--- src/rtl/uart_pkg.sv ---
// Shared UART definitions used by the word transmitter and the matching receiver.
// Holds the transmitter state encoding, frame geometry and the default baud divisor.
package uart_pkg;

    typedef enum logic [1:0] {
        IDLE,
        START,
        DATA,
        STOP
    } tx_state_t;

    localparam int UART_DATA_BITS  = 8;
    localparam int UART_FRAME_BITS = 10;

    // 100 MHz system clock at 9600 baud
    localparam int UART_CLKS_PER_BIT = 10416;

endpackage

--- src/rtl/uart_baud_gen.sv ---
// Bit-time counter for the UART transmitter: counts 0..CLKS_PER_BIT-1 while running
// and flags the final cycle of every serial bit with bit_end.
module uart_baud_gen
    import uart_pkg::*;
#(
    parameter int CLKS_PER_BIT = UART_CLKS_PER_BIT
) (
    input  logic clk,
    input  logic rst,
    input  logic restart,
    input  logic run,
    output logic bit_end
);

    localparam int CNT_W = $clog2(CLKS_PER_BIT);
    localparam logic [CNT_W-1:0] LAST_COUNT = CNT_W'(CLKS_PER_BIT - 1);

    logic [CNT_W-1:0] count;

    assign bit_end = run && (count == LAST_COUNT);

    // Wrapping at bit_end makes every bit boundary a restart, so bit levels never drift
    always_ff @(posedge clk or negedge rst) begin
        if (!rst) begin
            count <= '0;
        end else if (restart || bit_end) begin
            count <= '0;
        end else if (run) begin
            count <= count + CNT_W'(1);
        end
    end

endmodule

--- src/rtl/uart_word_tx.sv ---
// Word-wide UART transmitter: accepts one word per valid/ready handshake and sends it
// as BYTES_PER_WORD back-to-back 8N1 frames, least significant byte and bit first.
module uart_word_tx
    import uart_pkg::*;
#(
    parameter int CLKS_PER_BIT   = UART_CLKS_PER_BIT,
    parameter int BYTES_PER_WORD = 4
) (
    input  logic                          clk,
    input  logic                          rst,
    input  logic [8*BYTES_PER_WORD-1:0]   word_in,
    input  logic                          word_valid,
    output logic                          word_ready,
    output logic                          tx,
    output logic                          busy,
    output logic                          byte_done,
    output logic                          word_done
);

    localparam int WORD_W     = UART_DATA_BITS * BYTES_PER_WORD;
    localparam int BIT_IDX_W  = $clog2(UART_DATA_BITS);
    localparam int BYTE_IDX_W = $clog2(BYTES_PER_WORD) + 1;
    localparam logic [BIT_IDX_W-1:0]  LAST_BIT  = BIT_IDX_W'(UART_DATA_BITS - 1);
    localparam logic [BYTE_IDX_W-1:0] LAST_BYTE = BYTE_IDX_W'(BYTES_PER_WORD - 1);

    if (CLKS_PER_BIT < 2) begin : g_bad_clks_per_bit
        $error("uart_word_tx: CLKS_PER_BIT must be at least 2");
    end
    if (BYTES_PER_WORD < 1) begin : g_bad_bytes_per_word
        $error("uart_word_tx: BYTES_PER_WORD must be at least 1");
    end
    if (UART_FRAME_BITS != UART_DATA_BITS + 2) begin : g_bad_frame
        $error("uart_word_tx: frame must be start + data + one stop bit");
    end

    tx_state_t               state, state_n;
    logic [WORD_W-1:0]       shreg, shreg_n;
    logic [BIT_IDX_W-1:0]    bit_idx, bit_idx_n, next_bit;
    logic [BYTE_IDX_W-1:0]   byte_idx, byte_idx_n;
    logic [UART_DATA_BITS-1:0] cur_byte;
    logic                    tx_n, busy_n, ready_n;
    logic                    accept, run, bit_end;

    assign accept   = word_valid && word_ready;
    assign run      = (state != IDLE);
    assign cur_byte = shreg[UART_DATA_BITS-1:0];
    assign next_bit = bit_idx + BIT_IDX_W'(1);

    assign byte_done = (state == STOP) && bit_end;
    assign word_done = byte_done && (byte_idx == LAST_BYTE);

    uart_baud_gen #(
        .CLKS_PER_BIT(CLKS_PER_BIT)
    ) u_baud_gen (
        .clk     (clk),
        .rst     (rst),
        .restart (accept),
        .run     (run),
        .bit_end (bit_end)
    );

    always_ff @(posedge clk or negedge rst) begin
        if (!rst) begin
            state      <= IDLE;
            shreg      <= '0;
            bit_idx    <= '0;
            byte_idx   <= '0;
            tx         <= 1'b1;
            busy       <= 1'b0;
            word_ready <= 1'b1;
        end else begin
            state      <= state_n;
            shreg      <= shreg_n;
            bit_idx    <= bit_idx_n;
            byte_idx   <= byte_idx_n;
            tx         <= tx_n;
            busy       <= busy_n;
            word_ready <= ready_n;
        end
    end

    // tx is computed one level ahead so the registered line changes exactly on bit edges
    always_comb begin
        state_n    = state;
        shreg_n    = shreg;
        bit_idx_n  = bit_idx;
        byte_idx_n = byte_idx;
        tx_n       = tx;
        busy_n     = busy;
        ready_n    = word_ready;

        unique case (state)
            IDLE: begin
                if (accept) begin
                    shreg_n    = word_in;
                    byte_idx_n = '0;
                    state_n    = START;
                    tx_n       = 1'b0;
                    busy_n     = 1'b1;
                    ready_n    = 1'b0;
                end
            end
            START: begin
                if (bit_end) begin
                    state_n   = DATA;
                    bit_idx_n = '0;
                    tx_n      = cur_byte[0];
                end
            end
            DATA: begin
                if (bit_end) begin
                    if (bit_idx == LAST_BIT) begin
                        state_n = STOP;
                        tx_n    = 1'b1;
                    end else begin
                        bit_idx_n = next_bit;
                        tx_n      = cur_byte[next_bit];
                    end
                end
            end
            STOP: begin
                if (bit_end) begin
                    if (byte_idx < LAST_BYTE) begin
                        byte_idx_n = byte_idx + BYTE_IDX_W'(1);
                        shreg_n    = shreg >> UART_DATA_BITS;
                        state_n    = START;
                        tx_n       = 1'b0;
                    end else begin
                        state_n = IDLE;
                        busy_n  = 1'b0;
                        ready_n = 1'b1;
                    end
                end
            end
            default: state_n = IDLE;
        endcase
    end

endmodule

--- config.mk ---
export PLATFORM = sky130hd
export DESIGN_NAME = uart_word_tx
export DESIGN_NICKNAME = d
export VERILOG_FILES = /design/src/rtl/uart_pkg.sv /design/src/rtl/uart_baud_gen.sv /design/src/rtl/uart_word_tx.sv
export SDC_FILE = /design/constraint.sdc
export NUM_CORES = 1
export LEC_CHECK = 0
export ABC_AREA = 1
export CELL_PAD_IN_SITES_DETAIL_PLACEMENT = 0
export CELL_PAD_IN_SITES_GLOBAL_PLACEMENT = 2
export CORE_MARGIN = 4
export CORE_UTILIZATION = 32
export CTS_CLUSTER_DIAMETER = 80
export DETAILED_ROUTE_END_ITERATION = 8
export GPL_TIMING_DRIVEN = 0
export PLACE_DENSITY = 0.8
export SETUP_SLACK_MARGIN = 0.05
export SYNTH_ARGS = -nofsm -noshare
export SYNTH_HDL_FRONTEND = slang
export SYNTH_SLANG_ARGS = --single-unit
--- constraint.sdc ---
create_clock -name clk -period 1.9 [get_ports clk]
set_input_delay 0.19 -clock clk [delete_from_list [all_inputs] [get_ports clk]]
set_output_delay 0.19 -clock clk [all_outputs]
set_load 0.01 [all_outputs]
==> reports/metrics.csv, run 1 <==
stage,metric,value,unit
status,run status,"complete, no violations",
die,effective utilization at floorplan,33.42,%
power,power share of the sequential group,52.0,%
yosys,share of synthesized area spent on multiplexers,0,%
power,combinational share of power,4.2,%
yosys,fraction of synthesized cell area taken by the top area cell type,43.95,%
power,reported net switching power,522.5,uW
placed_design,number of placed cells counting well taps,579,
timing,Final Cycle Share,96.68,%
cts,clock tree from TritonCTS,done,
power,total power divided by cell area,576.0,nW/um^2
setup_path,Worst Path Max Fanout,4,
final_layout,area occupied by multi-input gates,1597,sq um
timing,unrepaired setup endpoints after global routing,yes,
setup_path,crit path launch type,flop,
setup_path,required time of the critical path,1710,ps
yosys,adder-cell share of the synthesized area,3.995,%
yosys,Synthesized Nets,456,
timing,headroom to the max-slew limit,49.92,%
die,core footprint,9371,sq um
placed_design,half-perimeter wire length after placement,5705,um
yosys,mean instance size in the synthesized netlist,7.620,sq um
detailed_routing,met3 routed wirelength,350,um
global_route,GRT Resource Usage Total,15.27,%
cts,clock slew seen by the registers of the worst setup and hold paths,60,ps
detailed_routing,number of nets with antenna violations after detailed routing,0,
global_route,global-route wire length before repair,13720,um
cts,# H-tree levels,3,
yosys,count of mapped cells out of synthesis,411,
setup_path,WP data arrival,1650,ps
global_route,aggregate global routing overflow,0,
die,number of cell rows,35,
detailed_routing,vias per std cell,4.578,
timing,Pins Over Slew Limit,0,
yosys,"EDFF count, synth",0,
yosys,top post-synthesis cells by area,"dfrtp_1 44%, nand2_1 20%, nand3_1 8.5%",
yosys,post-synthesis compound-gate area fraction,4.834,%
yosys,largest family of logic cells by synthesized area,simple AND/OR/NAND/NOR gates,
detailed_routing,DRC,0,
yosys,"Seq/Total Area, Yosys",45.63,%
cts,CTS Sinks,57,
power,clock share of power,43.9,%
final_layout,count of non-filler cells in the finished layout,609,
timing,minimum clock period after layout,1837,ps
timing,total of endpoints with negative setup slack in the final report,0,
yosys,"Top FF cell, synth",dfrtp_1,
yosys,warnings from Yosys,0,
yosys,xor and xnor fraction of the mapped netlist area,0.2797,%
yosys,post-synthesis sequential element count,57,
setup_path,register-to-register setup slack,120,ps
global_route,antenna violations before repair,0,
yosys,number of distinct library cell variants in the gate-level netlist after synthesis,33,
detailed_routing,Routed Wire Length,8169,um
detailed_routing,Met2 Routed Length,3822,um
placed_design,cell area after placement,3681,sq um
final_layout,fraction of layout cells with a size suffix above 1,15.42,%
detailed_routing,uppermost layer routed,met4,
timing,largest clock skew in the final design,8.367,ps
job,Max-Cap Viols,0,
placed_design,weighted congestion reported at the end of routability-driven placement,0.7560,
cts,clock latency on the worst-skew pair,340,ps
placed_design,worst-case setup slack after placement,-503.9,ps
timing,Max Fclk,0.5444,GHz
worst_hold_path,path type of the worst min-delay path,in2reg,
yosys,share of flip-flops with an asynchronous set or reset,100.0,%
power,worst IR drop on VDD,0.2603,mV
final_layout,post-route cell area,4056,sq um
timing,Post-Route Hold Slack,408.8,ps
final_layout,layout-stage area growth over the synthesis result,29.52,%
detailed_routing,number of design-rule violations left by the first detailed-router iteration,91,
die,Boundary Pins,40,
final_layout,net count of the finished layout,520,
cts,number of buffers between clock root and the deepest sink,2,
detailed_routing,DRT met1 WL,3852,um
die,width of the chip,106.9,um
yosys,largest area contributor in the netlist,dfrtp_1,
power,switching share of total power,22.36,%
timing,post-route worst setup slack,63.02,ps
timing,final hold violation count,0,
die,die area,11430,sq um
global_route,largest net degree at the start of global routing,58,
cts,clk root buf,clkbuf_8,
setup_path,type of the worst setup path,reg2out,
placed_design,Port Buffer Count,39,
die,vertical die dimension,106.9,um
cts,CTS Buf Count,9,
setup_path,nature of the critical path endpoint,primary output,
yosys,Post-Synth Simple-Gate Area,39.71,%
power,Leak Pwr,2.029,nW
final_layout,number of fill cells in the layout,1021,
power,total power consumption of the routed design,2.336,mW
yosys,Post-Syn Area,3132,sq um
detailed_routing,DR pass1 iterations,4,
final_layout,number of antenna diodes,0,
detailed_routing,average wire per standard cell,13.41,um
global_route,vias in the first global route,2811,
final_layout,register area,1429,sq um
power,internal power component,1.814,mW
detailed_routing,vias after detailed routing,2788,
timing,Worst-Margin Slew,751.2,ps
==> Yosys cell counts, drive strengths merged, types with 3 or more instances <==
cell,count
nor3,7
o21ai,16
a21oi,10
nand2,174
dfrtp,55
inv,20
nand3,60
nor2,28
clkbuf,5
buf,10
ha,10
nor3b,3
==> worst max-delay path: stages (launching register included) <==
cell and delay (ps):
dfrtp_1 400, inv_2 80, ha_4 190, nor2_2 100
nand2_1 60, nor2_2 90, nand2_2 90, nor3b_2 160
buf_2 150
==> power by group through the flow <==
stage | sequential [mW] | clock [mW] | combinational, mW
2_1_floorplan | 1.24 | 0 | 0.000000746
3_3_place_gp | 1.24 | 0 | 0.100
3_5_place_dp | 1.24 | 0 | 0.0986
4_1_cts | 1.21 | 1.07 | 0.101
5_1_grt | 1.21 | 1.12 | 0.108
6_report | 1.21 | 1.03 | 0.0973
==> cell usage in the layout (no fill, tap or decap), types with 10 or more instances in the layout <==
cell type	count
a21oi_1	10
buf_4	15
clkbuf_8	11
clkdlybuf4s50_1	36
dfrtp_1	55
inv_1	16
nand2_1	165
nand3_1	52
nor2_1	23
o21ai_0	12
==> cell type report <==
class	count	share of cell area, %
well taps	129	3.979
clock inverters	3	0.3701
flip-flops and latches	57	35.23
plain buffers	15	3.023
repair buffers	53	11.97
clock buffers	13	3.917
multi-input cells	317	39.36
inverters	22	2.159
==> registers in the layout, summed over array words and instances (netlist names) <==
signal,flops
busy,1
bit_idx,3
u_baud_gen.count,14
byte_idx,3
shreg,32
tx,1
word_ready,1
state,2
==> timing repair <==
| action | CTS | global route |
|---|---|---|
| resized for setup | 20 | 26 |
| setup buffers | 6 | 7 |
| endpoints found under the setup margin | 48 | 49 |
| pin swaps | 0 | 8 |
| endpoints found under the hold margin | 55 | 0 |
| hold buffers | 1 | 0 |
==> through the flow <==
step                      TNS, ps  utilization, %
after floorplan                 0               -
after global placement     -80730           39.31
after detailed placement    -1922           39.28
after CTS                       0           42.02
after global routing        -1296           43.28
final                           0           43.28
==> kinds of logic after synthesis <==
| kind of cell | Yosys count |
|---|---|
| xor+xnor | 1 |
| compound gates | 29 |
| simple gates | 277 |
| flops | 57 |
| buf+inv | 37 |
| fa+ha+maj | 10 |
==> path summary, 6_finish.rpt <==
check,from,cells past startpoint,end
min,word_in[28],3,shreg[28]
max reg2reg,state[1],12,shreg[5]
max in group asynchronous,rst,2,shreg[4]
max,state[1],8,word_done
min in group asynchronous,rst,2,shreg[31]
min reg2reg,tx,2,tx
==> layer usage <==
metal,GRT usage [%],up-vias
met5,0,-
met4,4.840,0
met3,5.057,13
met2,24.19,47
met1,19.73,1277
li1,-,1451
No activity file was read; power rests on OpenSTA's default activity.
==> run 2: changes to the inputs <==
--- a/config.mk
+++ b/config.mk
@@ -8,7 +8,7 @@
 export ABC_AREA = 1
 export CELL_PAD_IN_SITES_DETAIL_PLACEMENT = 0
 export CELL_PAD_IN_SITES_GLOBAL_PLACEMENT = 2
-export CORE_MARGIN = 4
+export CORE_MARGIN = 8
 export CORE_UTILIZATION = 32
 export CTS_CLUSTER_DIAMETER = 80
 export DETAILED_ROUTE_END_ITERATION = 8
==> reports/metrics.csv, run 2 (synthesized netlist as in run 1, its figures left out) <==
stage,metric,value,unit,change
status,run status,"complete, no violations",,
cts,number of buffers between clock root and the deepest sink,2,,unchanged
final_layout,register with the most flip-flops,shreg,,
timing,Pins Over Slew Limit,0,,unchanged
timing,unrepaired setup endpoints after global routing,yes,,
worst_hold_path,instance count along the most critical hold path,3,,unchanged
setup_path,type of the worst setup path,reg2out,,
setup_path,cell with the largest stage delay on the worst path,dfrtp_1,,
power,total power divided by cell area,671.7,nW/um^2,+17%
die,core footprint,9639,sq um,+2.9%
timing,total of endpoints with negative setup slack in the final report,0,,unchanged
setup_path,required time of the critical path,1710,ps,about the same
detailed_routing,number of design-rule violations left by the first detailed-router iteration,85,,-6.6%
placed_design,Port Buffer Count,39,,unchanged
placed_design,weighted congestion reported at the end of routability-driven placement,0.7520,,-0.53%
global_route,vias in the first global route,2817,,+0.21%
timing,Final Cycle Share,97.13,%,+0.45 points
power,Leak Pwr,2.096,nW,+3.3%
cts,clk root buf,clkbuf_8,,
setup_path,number of buffers and inverters on the critical path,4,,+2
setup_path,WP data arrival,1660,ps,about the same
detailed_routing,average wire per standard cell,13.42,um,about the same
setup_path,number of cells traversed by the worst register-to-register path,8,,-4
detailed_routing,vias per std cell,4.586,,+0.18%
setup_path,"Largest delay share family, worst path",buffers and inverters,,
detailed_routing,Routed Wire Length,8266,um,+1.2%
final_layout,layout-stage area growth over the synthesis result,35.56,%,
setup_path,instance count on the critical path,6,,-2
final_layout,number of antenna diodes,0,,unchanged
cts,clock slew seen by the registers of the worst setup and hold paths,80,ps,+20 ps
global_route,aggregate global routing overflow,0,,unchanged
die,Boundary Pins,40,,unchanged
timing,Worst-Margin Slew,754.4,ps,+3.232 ps
final_layout,biggest regs,"shreg (32), u_baud_gen.count (14)",,
timing,minimum clock period after layout,1845,ps,+8.482 ps
global_route,global-route wire length before repair,13940,um,+1.6%
placed_design,half-perimeter wire length after placement,5807,um,+1.8%
timing,Total Neg Setup Slack,0,ps,unchanged
die,width of the chip,114.9,um,+7.5%
cts,# H-tree levels,3,,unchanged
setup_path,Worst Path Max Fanout,18,,+14
setup_path,cells traversed along the worst timing path,buf_4 -> ha_1 -> buf_6 -> clkinv_8 -> nor3b_2 -> buf_2,,
die,number of cell rows,36,,+2.9%
global_route,GRT Resource Usage Total,13.40,%,-1.9 points
timing,final hold violation count,0,,unchanged
cts,CTS Buf Count,9,,unchanged
setup_path,peak per-stage delay on the critical path,400,ps,about the same
final_layout,fraction of layout cells with a size suffix above 1,18.01,%,+2.6 points
final_layout,net count of the finished layout,523,,+0.58%
power,worst IR drop on VDD,0.4167,mV,+60%
final_layout,"commonest cells after routing, fill and taps aside","165 x nand2_1, 55 x dfrtp_1, 51 x nand3_1, 36 x clkdlybuf4s50_1, 23 x nor2_1",,
detailed_routing,DR pass1 iterations,4,,unchanged
detailed_routing,number of nets with antenna violations after detailed routing,0,,unchanged
timing,post-route worst setup slack,54.54,ps,-8.482 ps
final_layout,number of fill cells in the layout,1046,,+2.4%
job,Max-Cap Viols,0,,unchanged
timing,headroom to the max-slew limit,49.70,%,-0.22 points
detailed_routing,vias after detailed routing,2825,,+1.3%
cts,CTS Sinks,57,,unchanged
final_layout,post-route cell area,4245,sq um,+4.7%
die,die area,13210,sq um,+16%
timing,Post-Route Hold Slack,397.8,ps,-10.99 ps
final_layout,"most common cell after layout, fill and taps aside",nand2_1,,
timing,Max Fclk,0.5419,GHz,-0.46%
final_layout,"flip-flop count of the largest register, all copies and words added",32,,unchanged
worst_hold_path,path type of the worst min-delay path,in2reg,,
setup_path,crit path launch type,flop,,
setup_path,nature of the critical path endpoint,primary output,,
detailed_routing,DRC,0,,unchanged
global_route,largest net degree at the start of global routing,58,,unchanged
die,effective utilization at floorplan,32.49,%,-0.93 points
placed_design,cell area after placement,3686,sq um,+0.14%
cts,clock latency on the worst-skew pair,340,ps,about the same
cts,clock tree from TritonCTS,done,,
placed_design,worst-case setup slack after placement,-619.2,ps,-115.2 ps
global_route,antenna violations before repair,0,,unchanged
die,vertical die dimension,114.9,um,+7.5%
setup_path,register-to-register setup slack,130,ps,about the same
timing,largest clock skew in the final design,12.68,ps,+4.311 ps
[run 2: through the flow]
step / util (%) / instances / total power, mW
after floorplan: - / 411 / 1.236
after global placement: 38.27 / 583 / 1.336
after detailed placement: 38.24 / 583 / 1.335
after CTS: 42.02 / 607 / 2.890
after global routing: 44.04 / 616 / 2.959
final: 44.04 / 616 / 2.851
[run 2: final cells by class]
type / count / area (sq um) / share of cell area [%]
Inverter: 22 / 95.09 / 2.240
Tap cell: 133 / 166.4 / 3.920
Clock buffer: 9 / 123.9 / 2.918
Clock inverter: 7 / 142.6 / 3.360
Sequential cell: 57 / 1429 / 33.66
Multi-Input combinational cell: 317 / 1624 / 38.26
Timing Repair Buffer: 57 / 536.8 / 12.64
Buffer: 14 / 127.6 / 3.006
[run 2: worst register-to-register path, stage by stage (launching register included)]
cell	delay, ps
dfrtp_1	420
buf_4	160
ha_1	190
buf_6	140
nor3_1	220
inv_2	150
buf_2	240
nand3_1	110
nand2_1	50
[run 2: repair_timing]
action,CTS,global route
pin swaps,5,8
hold endpoints to repair,55,0
cloned,0,1
hold buffers,1,0
endpoints found under the setup margin,48,48
gates resized for setup,21,40
setup buffers,8,9
[run 2: metal layers]
metal | wire [um] | GRT usage, % | up-vias | part of all wire (%)
li1 | - | - | 1462 | -
met1 | 3817 | 16.18 | 1306 | 46
met2 | 3993 | 22.56 | 51 | 48
met3 | 382 | 4.412 | 6 | 4.6
met4 | 73 | 3.152 | 0 | 0.88
met5 | 0 | 0 | - | 0
[run 2: path summary, 6_finish.rpt]
path	start	to
worst max register to register	state[1]	shreg[26]
min in group asynchronous	rst	u_baud_gen.count[4]
worst min register to register	tx	tx
worst max-delay path	state[1]	word_done
worst min-delay path	word_in[27]	shreg[27]
max in group asynchronous	rst	shreg[6]
[run 2: power breakdown]
group	total [mW]	internal [mW]	switching (mW)
Clock	1.54	1.00	0.538
Sequential	1.21	1.21	0
Combinational	0.0968	0.0614	0.0354
==> run 3: changes to the inputs <==
--- a/config.mk
+++ b/config.mk
@@ -9,11 +9,11 @@
 export CELL_PAD_IN_SITES_DETAIL_PLACEMENT = 0
 export CELL_PAD_IN_SITES_GLOBAL_PLACEMENT = 2
 export CORE_MARGIN = 8
-export CORE_UTILIZATION = 32
+export CORE_UTILIZATION = 29
 export CTS_CLUSTER_DIAMETER = 80
 export DETAILED_ROUTE_END_ITERATION = 8
 export GPL_TIMING_DRIVEN = 0
-export PLACE_DENSITY = 0.8
+export PLACE_DENSITY = 0.74
 export SETUP_SLACK_MARGIN = 0.05
 export SYNTH_ARGS = -nofsm -noshare
 export SYNTH_HDL_FRONTEND = slang
==> reports/metrics.csv, run 3 (synthesized netlist as in run 1, its figures left out) <==
stage,metric,value,unit,change
cts,clock latency on the worst-skew pair,340,ps,about the same
detailed_routing,DR pass1 iterations,4,,unchanged
global_route,global-route wire length before repair,14120,um,+1.2%
global_route,antenna violations before repair,0,,unchanged
global_route,met3 Usage GRT,3.147,%,-1.3 points
detailed_routing,average wire per standard cell,13.22,um,-1.5%
final_layout,fraction of layout cells with a size suffix above 1,15.21,%,-2.8 points
die,Boundary Pins,40,,unchanged
timing,Worst-Margin Slew,774.5,ps,+20.12 ps
setup_path,required time of the critical path,1710,ps,about the same
worst_hold_path,path type of the worst min-delay path,in2reg,,
die,number of cell rows,38,,+5.6%
setup_path,endpoint of the most critical register-to-register path,shreg[16],,
die,effective utilization at floorplan,29.27,%,-3.2 points
final_layout,"flip-flop count of the largest register, all copies and words added",32,,unchanged
die,width of the chip,119.9,um,+4.3%
die,vertical die dimension,119.9,um,+4.3%
global_route,GRT met1 Usage,14.82,%,-1.4 points
cts,# H-tree levels,3,,unchanged
global_route,largest net degree at the start of global routing,58,,unchanged
timing,Post-Route Hold Slack,402.9,ps,+5.094 ps
global_route,aggregate global routing overflow,0,,unchanged
timing,Pins Over Slew Limit,0,,unchanged
setup_path,r2r startpoint,state[1],,
job,Max-Cap Viols,0,,unchanged
cts,clock slew seen by the registers of the worst setup and hold paths,70,ps,about the same
timing,total of endpoints with negative setup slack in the final report,0,,unchanged
final_layout,layout-stage area growth over the synthesis result,30.44,%,
final_layout,register with the most flip-flops,shreg,,
cts,CTS Sinks,57,,unchanged
timing,unrepaired setup endpoints after global routing,yes,,
cts,number of buffers between clock root and the deepest sink,2,,unchanged
die,die area,14380,sq um,+8.9%
setup_path,register-to-register setup slack,150,ps,+20 ps
global_route,met2 track demand over resource,20.22,%,-2.3 points
detailed_routing,DRC,0,,unchanged
placed_design,cell area after placement,3695,sq um,+0.24%
placed_design,half-perimeter wire length after placement,5831,um,+0.42%
setup_path,number of cells traversed by the worst register-to-register path,11,,+3
final_layout,"most common cell after layout, fill and taps aside",nand2_1,,
power,Leak Pwr,2.034,nW,-3.0%
setup_path,crit path launch type,flop,,
final_layout,biggest regs,"shreg (32), u_baud_gen.count (14)",,
detailed_routing,number of design-rule violations left by the first detailed-router iteration,82,,-3.5%
setup_path,Critical path destination,word_done,,
setup_path,Worst Path Max Fanout,3,,-15
power,total power divided by cell area,620.5,nW/um^2,-7.6%
power,worst IR drop on VDD,0.3727,mV,-11%
setup_path,type of the worst setup path,reg2out,,
timing,Final Cycle Share,97.99,%,+0.86 points
detailed_routing,vias per std cell,4.440,,-3.2%
final_layout,"commonest cells after routing, fill and taps aside","166 x nand2_1, 55 x dfrtp_1, 53 x nand3_1, 36 x clkdlybuf4s50_1, 24 x nor2_1",,
placed_design,weighted congestion reported at the end of routability-driven placement,0.7389,,-1.7%
timing,final hold violation count,0,,unchanged
timing,minimum clock period after layout,1862,ps,+16.29 ps
status,run status,"complete, no violations",,
cts,CTS Buf Count,9,,unchanged
detailed_routing,number of nets with antenna violations after detailed routing,0,,unchanged
final_layout,post-route cell area,4085,sq um,-3.8%
setup_path,WP data arrival,1670,ps,about the same
cts,clock tree from TritonCTS,done,,
final_layout,net count of the finished layout,520,,-0.57%
timing,headroom to the max-slew limit,48.36,%,-1.3 points
die,core footprint,10700,sq um,+11%
timing,largest clock skew in the final design,6.444,ps,-6.234 ps
global_route,GRT Max-Usage Layer,met2,,
detailed_routing,Routed Wire Length,8196,um,-0.85%
timing,Max Fclk,0.5371,GHz,-0.88%
detailed_routing,vias after detailed routing,2753,,-2.5%
global_route,GRT Resource Usage Total,12.26,%,-1.1 points
setup_path,Setup crit start,state[1],,
final_layout,final design utilization,38.19,%,-5.9 points
placed_design,Port Buffer Count,39,,unchanged
setup_path,nature of the critical path endpoint,primary output,,
timing,Total Neg Setup Slack,0,ps,unchanged
final_layout,number of antenna diodes,0,,unchanged
cts,clk root buf,clkbuf_8,,
global_route,vias in the first global route,2982,,+5.9%
-- run 3: changes by cell type in the layout (fill, tap and decap cells not counted), sizes merged --
| cell | before | now |
|---|---|---|
| buf | 29 | 25 |
| bufinv | 4 | 1 |
| clkbuf | 14 | 19 |
| clkinv | 2 | 3 |
| clkinvlp | 3 | 0 |
| nand3 | 60 | 61 |
-- run 3: worst max-delay path, stage by stage, from the launching register on --
cell and delay, ps:
dfrtp_1 410, inv_2 80, ha_4 180, nor2_2 70, nand2_1 50, nor2_1 120
nand2_2 90, nor3b_2 170, buf_2 150
-- run 3: power by group --
group	leakage [nW]	internal, mW	switching [mW]
Clock	0.107	0.713	0.511
Sequential	0.754	1.21	0
Combinational	1.17	0.0614	0.0361
Total	2.03	1.99	0.547
-- run 3: layer usage --
layer  wire (um)  share of wire (%)
met5           0                  0
met4         125                1.5
met3         288                3.5
met2        3777                 46
met1        4004                 49
-- run 3: worst min-delay path by stage --
stage / depth (start not counted) / slack [ps] / start / end
2_1_floorplan: 0 / -110 / rst / bit_idx[0]
6_report: 3 / 400 / word_in[30] / shreg[30]
3_5_place_dp: 1 / 320 / rst / shreg[27]
4_1_cts: 3 / 380 / word_in[26] / shreg[26]
5_1_grt: 3 / 410 / word_in[28] / shreg[28]
3_3_place_gp: 2 / 470 / tx / tx
-- run 3: final cells by class --
class / instances / area (sq um)
sequential: 57 / 1429
multi-input combinational: 318 / 1598
buffer: 14 / 102.6
fill: 1132 / 6613
timing repair buffer: 53 / 485.5
clock buffer: 14 / 172.7
inverter: 22 / 87.58
tap: 140 / 175.2
clock inverter: 2 / 35.03
-- run 3: timing repair --
action                     CTS  global route
resized for setup           19            19
hold endpoints to repair    55             0
hold buffers                 1             0
buffers inserted             4             9
pin swaps                    0            10
setup endpoints to repair   48            48
gates cloned                 0             1
-- run 3: stage by stage --
stage	power [mW]	std cells	setup WS, ps
after floorplan	1.236	411	243.8
after global placement	1.337	590	-1443
after detailed placement	1.335	590	-496.7
after CTS	2.581	610	-10.74
after global routing	2.619	620	-37.22
final	2.535	620	38.24
